<file path="config.mk">
export PLATFORM = sky130hd
export DESIGN_NAME = johnson_phase_tracker
export DESIGN_NICKNAME = d
export VERILOG_FILES = /design/src/rtl/johnson_phase_tracker.sv
export SDC_FILE = /design/constraint.sdc
export NUM_CORES = 1
export LEC_CHECK = 0
export CORE_ASPECT_RATIO = 0.7
export CORE_UTILIZATION = 51
export CTS_BUF_LIST = sky130_fd_sc_hd__clkbuf_8
export DETAILED_ROUTE_END_ITERATION = 8
export DONT_BUFFER_PORTS = 1
export PLACE_DENSITY = 0.69
export SKIP_LAST_GASP = 1
export SYNTH_ARGS = -nofsm -noshare
export SYNTH_HDL_FRONTEND = slang
export SYNTH_SLANG_ARGS = --single-unit
</file>
<file path="constraint.sdc">
create_clock -name clk -period 2.9 [get_ports clk]
set_input_delay 0.58 -clock clk [delete_from_list [all_inputs] [get_ports clk]]
set_output_delay 0.58 -clock clk [all_outputs]
set_load 0.05 [all_outputs]
</file>
<file path="src/rtl/johnson_phase_tracker.sv">
// Tracks a Johnson ring counter: decodes phase, confirms legal advance before
// locking, counts revolutions and latches sticky illegal-code / skip errors.
module johnson_phase_tracker #(
  parameter int WIDTH      = 4,
  parameter int LOCK_STEPS = 3,
  parameter int REV_W      = 8
) (
  input  logic                          clk,
  input  logic                          rst,
  input  logic                          en,
  input  logic [WIDTH-1:0]              jc_in,
  input  logic                          err_clr,
  output logic [$clog2(2*WIDTH)-1:0]    phase,
  output logic [2*WIDTH-1:0]            phase_onehot,
  output logic                          phase_valid,
  output logic                          locked,
  output logic                          wrap,
  output logic [REV_W-1:0]              rev_count,
  output logic                          err_illegal,
  output logic                          err_skip
);

  localparam int SEQ = 2 * WIDTH;
  localparam int PW  = $clog2(SEQ);
  localparam int SW  = $clog2(LOCK_STEPS + 1);

  localparam logic ST_UNLOCK = 1'b0;
  localparam logic ST_LOCKED = 1'b1;

  localparam logic [WIDTH-1:0] CODE_ONE = 1;
  localparam logic [SEQ-1:0]   OH_ONE   = 1;
  localparam logic [REV_W-1:0] REV_ONE  = 1;
  localparam logic [SW-1:0]    STEP_ONE = 1;
  localparam logic [PW-1:0]    PH_ONE   = 1;
  localparam logic [PW-1:0]    PH_LAST  = PW'(SEQ - 1);
  localparam logic [SW-1:0]    STEP_LAST = SW'(LOCK_STEPS - 1);

  logic             state_q, state_d;
  logic [SW-1:0]    step_q, step_d;
  logic [PW-1:0]    phase_q, phase_d;
  logic [SEQ-1:0]   onehot_q, onehot_d;
  logic             valid_q, valid_d;
  logic             wrap_q, wrap_d;
  logic [REV_W-1:0] rev_q, rev_d;
  logic             err_ill_q, err_ill_d;
  logic             err_skip_q, err_skip_d;

  // Folding msb=1 codes by inversion turns both halves into "ones from LSB".
  logic [WIDTH-1:0] norm;
  logic             legal;
  logic [PW-1:0]    ones;
  logic [PW-1:0]    dec_phase;
  logic [PW-1:0]    inc_phase;

  always_comb begin
    norm  = jc_in[WIDTH-1] ? ~jc_in : jc_in;
    legal = ((norm + CODE_ONE) & norm) == '0;
    ones  = '0;
    for (int unsigned i = 0; i < WIDTH; i++) begin
      ones = ones + PW'(norm[i]);
    end
    dec_phase = jc_in[WIDTH-1] ? (PW'(WIDTH) + ones) : ones;
    inc_phase = (phase_q == PH_LAST) ? '0 : (phase_q + PH_ONE);
  end

  always_comb begin
    state_d    = state_q;
    step_d     = step_q;
    phase_d    = phase_q;
    onehot_d   = onehot_q;
    valid_d    = valid_q;
    wrap_d     = 1'b0;
    rev_d      = rev_q;
    err_ill_d  = err_ill_q & ~err_clr;
    err_skip_d = err_skip_q & ~err_clr;

    if (en) begin
      if (!legal) begin
        // Phase keeps its last legal value; only validity and one-hot drop.
        err_ill_d = 1'b1;
        state_d   = ST_UNLOCK;
        step_d    = '0;
        valid_d   = 1'b0;
        onehot_d  = '0;
      end else if (state_q == ST_UNLOCK) begin
        phase_d  = dec_phase;
        onehot_d = OH_ONE << dec_phase;
        valid_d  = 1'b1;
        if (valid_q && dec_phase == inc_phase) begin
          if (step_q == STEP_LAST) begin
            state_d = ST_LOCKED;
            step_d  = '0;
          end else begin
            step_d = step_q + STEP_ONE;
          end
        end else if (!(valid_q && dec_phase == phase_q)) begin
          step_d = '0;
        end
      end else if (dec_phase == inc_phase) begin
        phase_d  = dec_phase;
        onehot_d = OH_ONE << dec_phase;
        if (phase_q == PH_LAST) begin
          wrap_d = 1'b1;
          rev_d  = rev_q + REV_ONE;
        end
      end else if (dec_phase != phase_q) begin
        err_skip_d = 1'b1;
        state_d    = ST_UNLOCK;
        step_d     = '0;
        phase_d    = dec_phase;
        onehot_d   = OH_ONE << dec_phase;
        valid_d    = 1'b1;
      end
    end
  end

  always_ff @(posedge clk) begin
    if (rst) begin
      state_q    <= ST_UNLOCK;
      step_q     <= '0;
      phase_q    <= '0;
      onehot_q   <= '0;
      valid_q    <= 1'b0;
      wrap_q     <= 1'b0;
      rev_q      <= '0;
      err_ill_q  <= 1'b0;
      err_skip_q <= 1'b0;
    end else begin
      state_q    <= state_d;
      step_q     <= step_d;
      phase_q    <= phase_d;
      onehot_q   <= onehot_d;
      valid_q    <= valid_d;
      wrap_q     <= wrap_d;
      rev_q      <= rev_d;
      err_ill_q  <= err_ill_d;
      err_skip_q <= err_skip_d;
    end
  end

  assign phase        = phase_q;
  assign phase_onehot = onehot_q;
  assign phase_valid  = valid_q;
  assign locked       = (state_q == ST_LOCKED);
  assign wrap         = wrap_q;
  assign rev_count    = rev_q;
  assign err_illegal  = err_ill_q;
  assign err_skip     = err_skip_q;

endmodule

</file>
* After elaboration in Yosys (flattened, before gate mapping)
Index checks and enable logic that the tools add are counted.
** Storage, ports and cells
- Register bits :: 26
- Logic and storage cells :: 81
- Bits of input ports :: 8
- Output and inout port bits :: 24
** Operators by class
- Shift-type cells :: 1
- Bitwise operators :: 9
- $add $sub $neg :: 8
- Muxes and demuxes :: 35
- Reduce and logical (&&, ||, !) cells :: 9
- Equality and inequality tests :: 10
** Operators with widths (number)
- 8-bit two-way mux :: 4
- 1-bit two-way mux :: 18
- 3-bit two-way mux :: 5
- 2-bit two-way mux :: 7
- 8-bit by 1-bit adder with 8-bit output, second input constant :: 1
- 1-bit by 3-bit left shift with 8-bit output, first input constant :: 1
- 3-bit equality test :: 2
- 3-bit AND reduction :: 2
- 1-bit NOT :: 5
- 5-bit AND reduction :: 1
- 5-bit OR reduction :: 1
- 4-bit by 1-bit adder with 4-bit output, second input constant :: 1
- 4-bit AND :: 1
- 4-bit zero test :: 1
- 4-bit two-way mux :: 1
- 4-bit by 2-bit != test with 1-bit output, second input constant :: 1
- 4-bit != test, second input constant :: 1
- 4-bit NOT :: 1
- 4-bit AND reduction :: 1
- 2-bit by 1-bit adder with 3-bit output :: 1
- 3-bit by 1-bit adder with 3-bit output :: 1
- 3-bit by 1-bit adder with 3-bit output, second input constant :: 1
- 3-bit adder, first input constant :: 1
- 3-bit equality test, second input constant :: 1
- 10 further kinds :: 12

* Longest topological paths before layout
- Word-level depth :: 13
- Depth in mapped cells :: 11
- Gate-level depth less buffers :: 9

* Least setup slack after synthesis
OpenSTA, ideal clock, no wires.
- Path kind :: input-to-reg
- Start point :: input jc_in[3]
- End point :: register rev_q[3] (netlist: rev_count[3])
- Path buffers :: 2
- Required time :: 2.779 ns
- Stages :: 11
- Slack :: -0.152 ns
- Arrival time :: 2.931 ns
- Library setup time :: 0.121 ns
- Cell sequence :: buf_6 > xor2_1 > ha_1 > ha_1 > ha_1 > xnor2_4 > xor2_1 > nand3_1 > clkbuf_1 > nor3_1 > mux2_2
** Between the ends
- Cells in the longest elaborated chain, start to end :: 8
- Elaborated cells between the ends (all ways) :: 12
- Those cells by class :: add/sub (5); eq/ne (1); mux (2); bitwise (2); reduce/logical (2)
** RTL lines
- from (decl) :: line 11 : input logic [WIDTH-1:0] jc_in,
- 4-bit two-way mux :: line 56 : norm = jc_in[WIDTH-1] ? ~jc_in : jc_in;
- 1-bit by 1-bit adder with 2-bit output :: line 60 : ones = ones + PW'(norm[i]);
- 2-bit by 1-bit adder with 3-bit output :: line 60
- 3-bit by 1-bit adder with 3-bit output :: line 60
- 3-bit adder :: line 62 : dec_phase = jc_in[WIDTH-1] ? (PW'(WIDTH) + ones) : ones;
- 3-bit two-way mux :: line 62
- 3-bit equality test :: line 99 : end else if (dec_phase == inc_phase) begin
- 5-bit AND reduction (no line) *
- to (signal assigned) :: line 135 : rev_q <= rev_d;
- to (decl) :: line 44 : logic [REV_W-1:0] rev_q, rev_d;
Every way passes the cells marked *; elsewhere a longest branch is shown, timed or not.
A chain may end at the register's enable or synchronous reset.

* Worst setup path in the final report
- Start point :: input jc_in[3]
- End point :: register onehot_q[6] (netlist: phase_onehot[6])
** Between the ends
- Cells in the longest elaborated chain, start to end :: 11
- Elaborated cells between the ends (all ways) :: 19
- Those cells by class :: add/sub (5); eq/ne (3); shift (1); mux (6); bitwise (2); reduce/logical (2)
** RTL lines
- 4-bit two-way mux :: line 56
- 1-bit by 1-bit adder with 2-bit output :: line 60
- 2-bit by 1-bit adder with 3-bit output :: line 60
- 3-bit by 1-bit adder with 3-bit output :: line 60
- 3-bit adder :: line 62
- 3-bit two-way mux :: line 62
- 1-bit by 3-bit left shift with 8-bit output :: line 87, 101, 111
- 8-bit two-way mux :: line 106 : end else if (dec_phase != phase_q) begin
- 8-bit two-way mux :: line 99
- 8-bit two-way mux :: line 85 : end else if (state_q == ST_UNLOCK) begin
- 8-bit two-way mux :: line 78 : if (!legal) begin
- to (signal assigned) :: line 132 : onehot_q <= onehot_d;
- to (decl) :: line 41 : logic [SEQ-1:0] onehot_q, onehot_d;
Parallel ways exist; a longest one is shown, timed or not. The select of a mux whose other input is x is not followed.

==> reports/qor.yml <==
run_status:
  status: "completed"
synthesis:
  muxShareOfSynthArea_pct: 6.656
  synth_fa_ha_area_share_pct: 6.897
  synth-warning-count: 0
  yosysSeqAreaShare_pct: 33.36
  yosysUniqueCellTypes: 44
  synth_top_area_share_pct: 33.36
  async_reset_ff_share_pct: 0
  synth_xor_area_share_pct: 8.500
  synth_simple_gate_area_share_pct: 25.18
  syn-num-nets: 189
  synthCells: 173
  synth_seq_cells: 26
  syn-cell-area_um2: 1560
  synth_compound_area_share_pct: 14.19
  avgSynthCellArea_um2: 9.019
  synth_ff_type: "dfxtp_1"
  synth_top_family_by_area: "simple AND/OR/NAND/NOR gates"
  yosysTopAreaCell: "dfxtp_1"
  synth_edf_count: 0
  synthTopCellsByArea: "dfxtp_1 33%, ha_1 5.6%, xor2_1 5.1%, nand2b_1 4.4%, mux2_2 3.6%"
pwr:
  power.internal_uw: 632.2
  powerDensity_nw_per_um2: 523.8
  p_leak_nw: 0.6100
  p_comb_share_pct: 23.1
  vdd_ir_drop_max_v: 0.0002621
  switching_share_pct: 30.35
  power.share.clock_pct: 33.4
  switching_power_uw: 275.5
  sequentialPowerShare_pct: 43.4
setup_path:
  arrival_ns: 2.79
  worst-path-buf-inv: 1
  cp.depth: 10
  crit_family: "adder cells"
  path_cells: "xor2_2, ha_1, ha_2, ha_4, xnor2_4, buf_4, xnor2_1, o31a_1, or3_1, o22ai_1"
  reg2reg_from: "phase[0]"
  startpoint_type: "input port"
  crit_type: "in -> reg"
  crit_fanout: 7
  reg2reg_setup_slack_ns: 0.62
  end_kind: "flop"
  required_ns: 3.10
  r2r_end: "rev_count[2]"
  ff2ff_path_depth: 8
  cpMaxStageDelayCell: "or3_1"
  slowest_delay_ns: 0.42
placed_design:
  io_buffers: 0
  place_inst: 208
  place.gp.congestion: 0.8703
  hpwlAfterDp_mm: 2.664
global_route:
  grt_util_all_layers_pct: 23.27
  antenna_found_initial: 0
  grt_pass1_vias: 1237
  grt_max_degree: 38
  grt_pass1_wl_mm: 5.540
  gr-total-overflow: 0
hold_path:
  worstHoldStart: "rst"
  hp-class: "in -> reg"
  whs_endpoint: "phase[1]"
  hold_depth: 1
finish:
  finalNonFillerCells: 212
  layout-drive-gt1-share_pct: 19.89
  fin_nets: 193
  nFillCells: 260
  synthToLayoutAreaGrowth_pct: 11.07
  antenna_cells: 0
cts:
  cts_hold_buf: 0
  clock-root-buffer: "clkbuf_8"
  insertion_delay_ns: 0.27
  cts_tree: "yes"
  numCtsBuffers: 3
  cts_max_level: 1
  post_cts_buffers: 0
  clk_path_buf_depth: 2
  clk_pin_slew_ns: 0.09
  clock-sinks: 26
  post_cts_resized: 0
sta:
  fin_crit_sh_pct: 89.18
  max_freq_mhz: 386.7
  worst_slew_pin_slew_ns: 0.6457
  setup_violations: 0
  hold_viol_final: 0
  setup_tns_ns: 0
  slew_violations: 0
  rsz0062_at_grt: "false"
  relSlewSlack_pct: 56.89
  period_minus_slack_ns: 2.586
  finalClockSkew_ns: 0.002844
floorplanning:
  die_width_um: 68.11
  dieArea_um2: 3288
  row_count: 16
  pin_count: 32
  core_um2: 2843
  start_util_pct: 54.89
  die_y_um: 48.28
flow_run:
  cap_violations: 0
route:
  drc: 0
  detail_route.vias_per_cell: 6.108
  wirelength_mm: 3.484
  vias: 1295
  avgRoutedWirePerCell_um: 16.43
  drt-pass1-iter-count: 4
  dr.first_iter.drc_count: 62
  postRouteAntennaNets: 0
-- cells by family after synthesis --
family                     after synthesis
xor gates and xnor gates                13
adders and majority gates                8
DFF                                     26
buffers and inverters                   15
AOI/OAI and AO/OA                       35
and+or+nand+nor                         68
muxes                                    8
-- synth_stat cells (4+ instances only) --
| master | count |
|---|---|
| ha_1 | 7 |
| o21ai_0 | 5 |
| nor2_1 | 10 |
| xor2_1 | 9 |
| nand4_1 | 4 |
| nand2_1 | 6 |
| o31ai_1 | 5 |
| a21oi_1 | 8 |
| nor3_1 | 8 |
| dfxtp_1 | 26 |
| nand3_1 | 6 |
| mux2_2 | 5 |
| o22ai_1 | 8 |
| clkbuf_1 | 6 |
| nor2b_1 | 6 |
| inv_1 | 6 |
| nand2b_1 | 11 |
-- flip-flops by register name (all words and copies together) (netlist names) --
| name | cells |
|---|---|
| wrap | 1 |
| err_illegal | 1 |
| rev_count | 8 |
| phase | 3 |
| err_skip | 1 |
| step_q | 2 |
| phase_valid | 1 |
| locked | 1 |
| phase_onehot | 8 |
-- area by class of cell --
type                    count  area, um^2  share of cell area [%]
inverters                   6       22.52                   1.300
repair buffers              8       60.06                   3.466
multi-input cells         132        1013                   58.48
clock inverters             1       30.03                   1.733
well taps                  36       45.04                   2.599
clock buffers               3       41.29                   2.383
flip-flops and latches     26       520.5                   30.04
-- power by group through the flow --
stage | combinational (mW) | clock (mW) | sequential [mW]
finish | 0.210 | 0.303 | 0.394
global route | 0.227 | 0.325 | 0.396
CTS | 0.207 | 0.311 | 0.394
detailed placement | 0.206 | 0 | 0.403
global placement | 0.198 | 0 | 0.402
floorplan | 0.161 | 0 | 0.416
-- metrics by stage --
stage                     cell area (um^2)  power [mW]  hold slack, ns  setup slack [ns]  utilization [%]
final                                 1733      0.9077          0.3626            0.3139            60.96
after floorplan                       1625      0.5771          0.4521        -0.0003642                -
after detailed placement              1662      0.6084          0.4836           0.03388            58.45
after CTS                             1733      0.9120          0.3566            0.3209            60.96
after global placement                1662      0.6001          0.4729            0.1053            58.45
after global routing                  1733      0.9473          0.3428            0.2320            60.96
-- metal layers --
| layer | vias up | wire length, um | GRT usage (%) |
|---|---|---|---|
| met5 | - | 0 | 0 |
| li1 | 626 | - | - |
| met3 | 2 | 204 | 7.477 |
| met1 | 629 | 1566 | 28.65 |
| met2 | 38 | 1695 | 41.76 |
| met4 | 0 | 18 | 2.500 |
-- worst max path at each step --
stage / from / endpoint
after CTS: jc_in[3] / phase_onehot[6]
after global routing: jc_in[3] / rev_count[1]
final: jc_in[3] / phase_onehot[6]
after detailed placement: jc_in[3] / phase_onehot[4]
after floorplan: jc_in[3] / rev_count[3]
after global placement: jc_in[3] / phase_onehot[6]
-- layout by cell type, fill, tap and decap left out, types with 3 or more instances in the layout --
| cell type | count |
|---|---|
| or4_1 | 3 |
| nand3_1 | 6 |
| nor3_2 | 5 |
| clkbuf_8 | 3 |
| nand2_1 | 6 |
| xor2_1 | 7 |
| buf_4 | 8 |
| a21oi_1 | 8 |
| nand2b_1 | 11 |
| nor3_1 | 3 |
| inv_1 | 6 |
| o22ai_1 | 8 |
| ha_1 | 5 |
| o31ai_1 | 5 |
| nor2b_1 | 6 |
| a31oi_1 | 3 |
| dfxtp_1 | 26 |
| o21ai_0 | 5 |
| nand4_1 | 4 |
| nor2_1 | 10 |
| xnor2_1 | 3 |
| mux2_2 | 5 |
(Power assumes the default switching activity.)
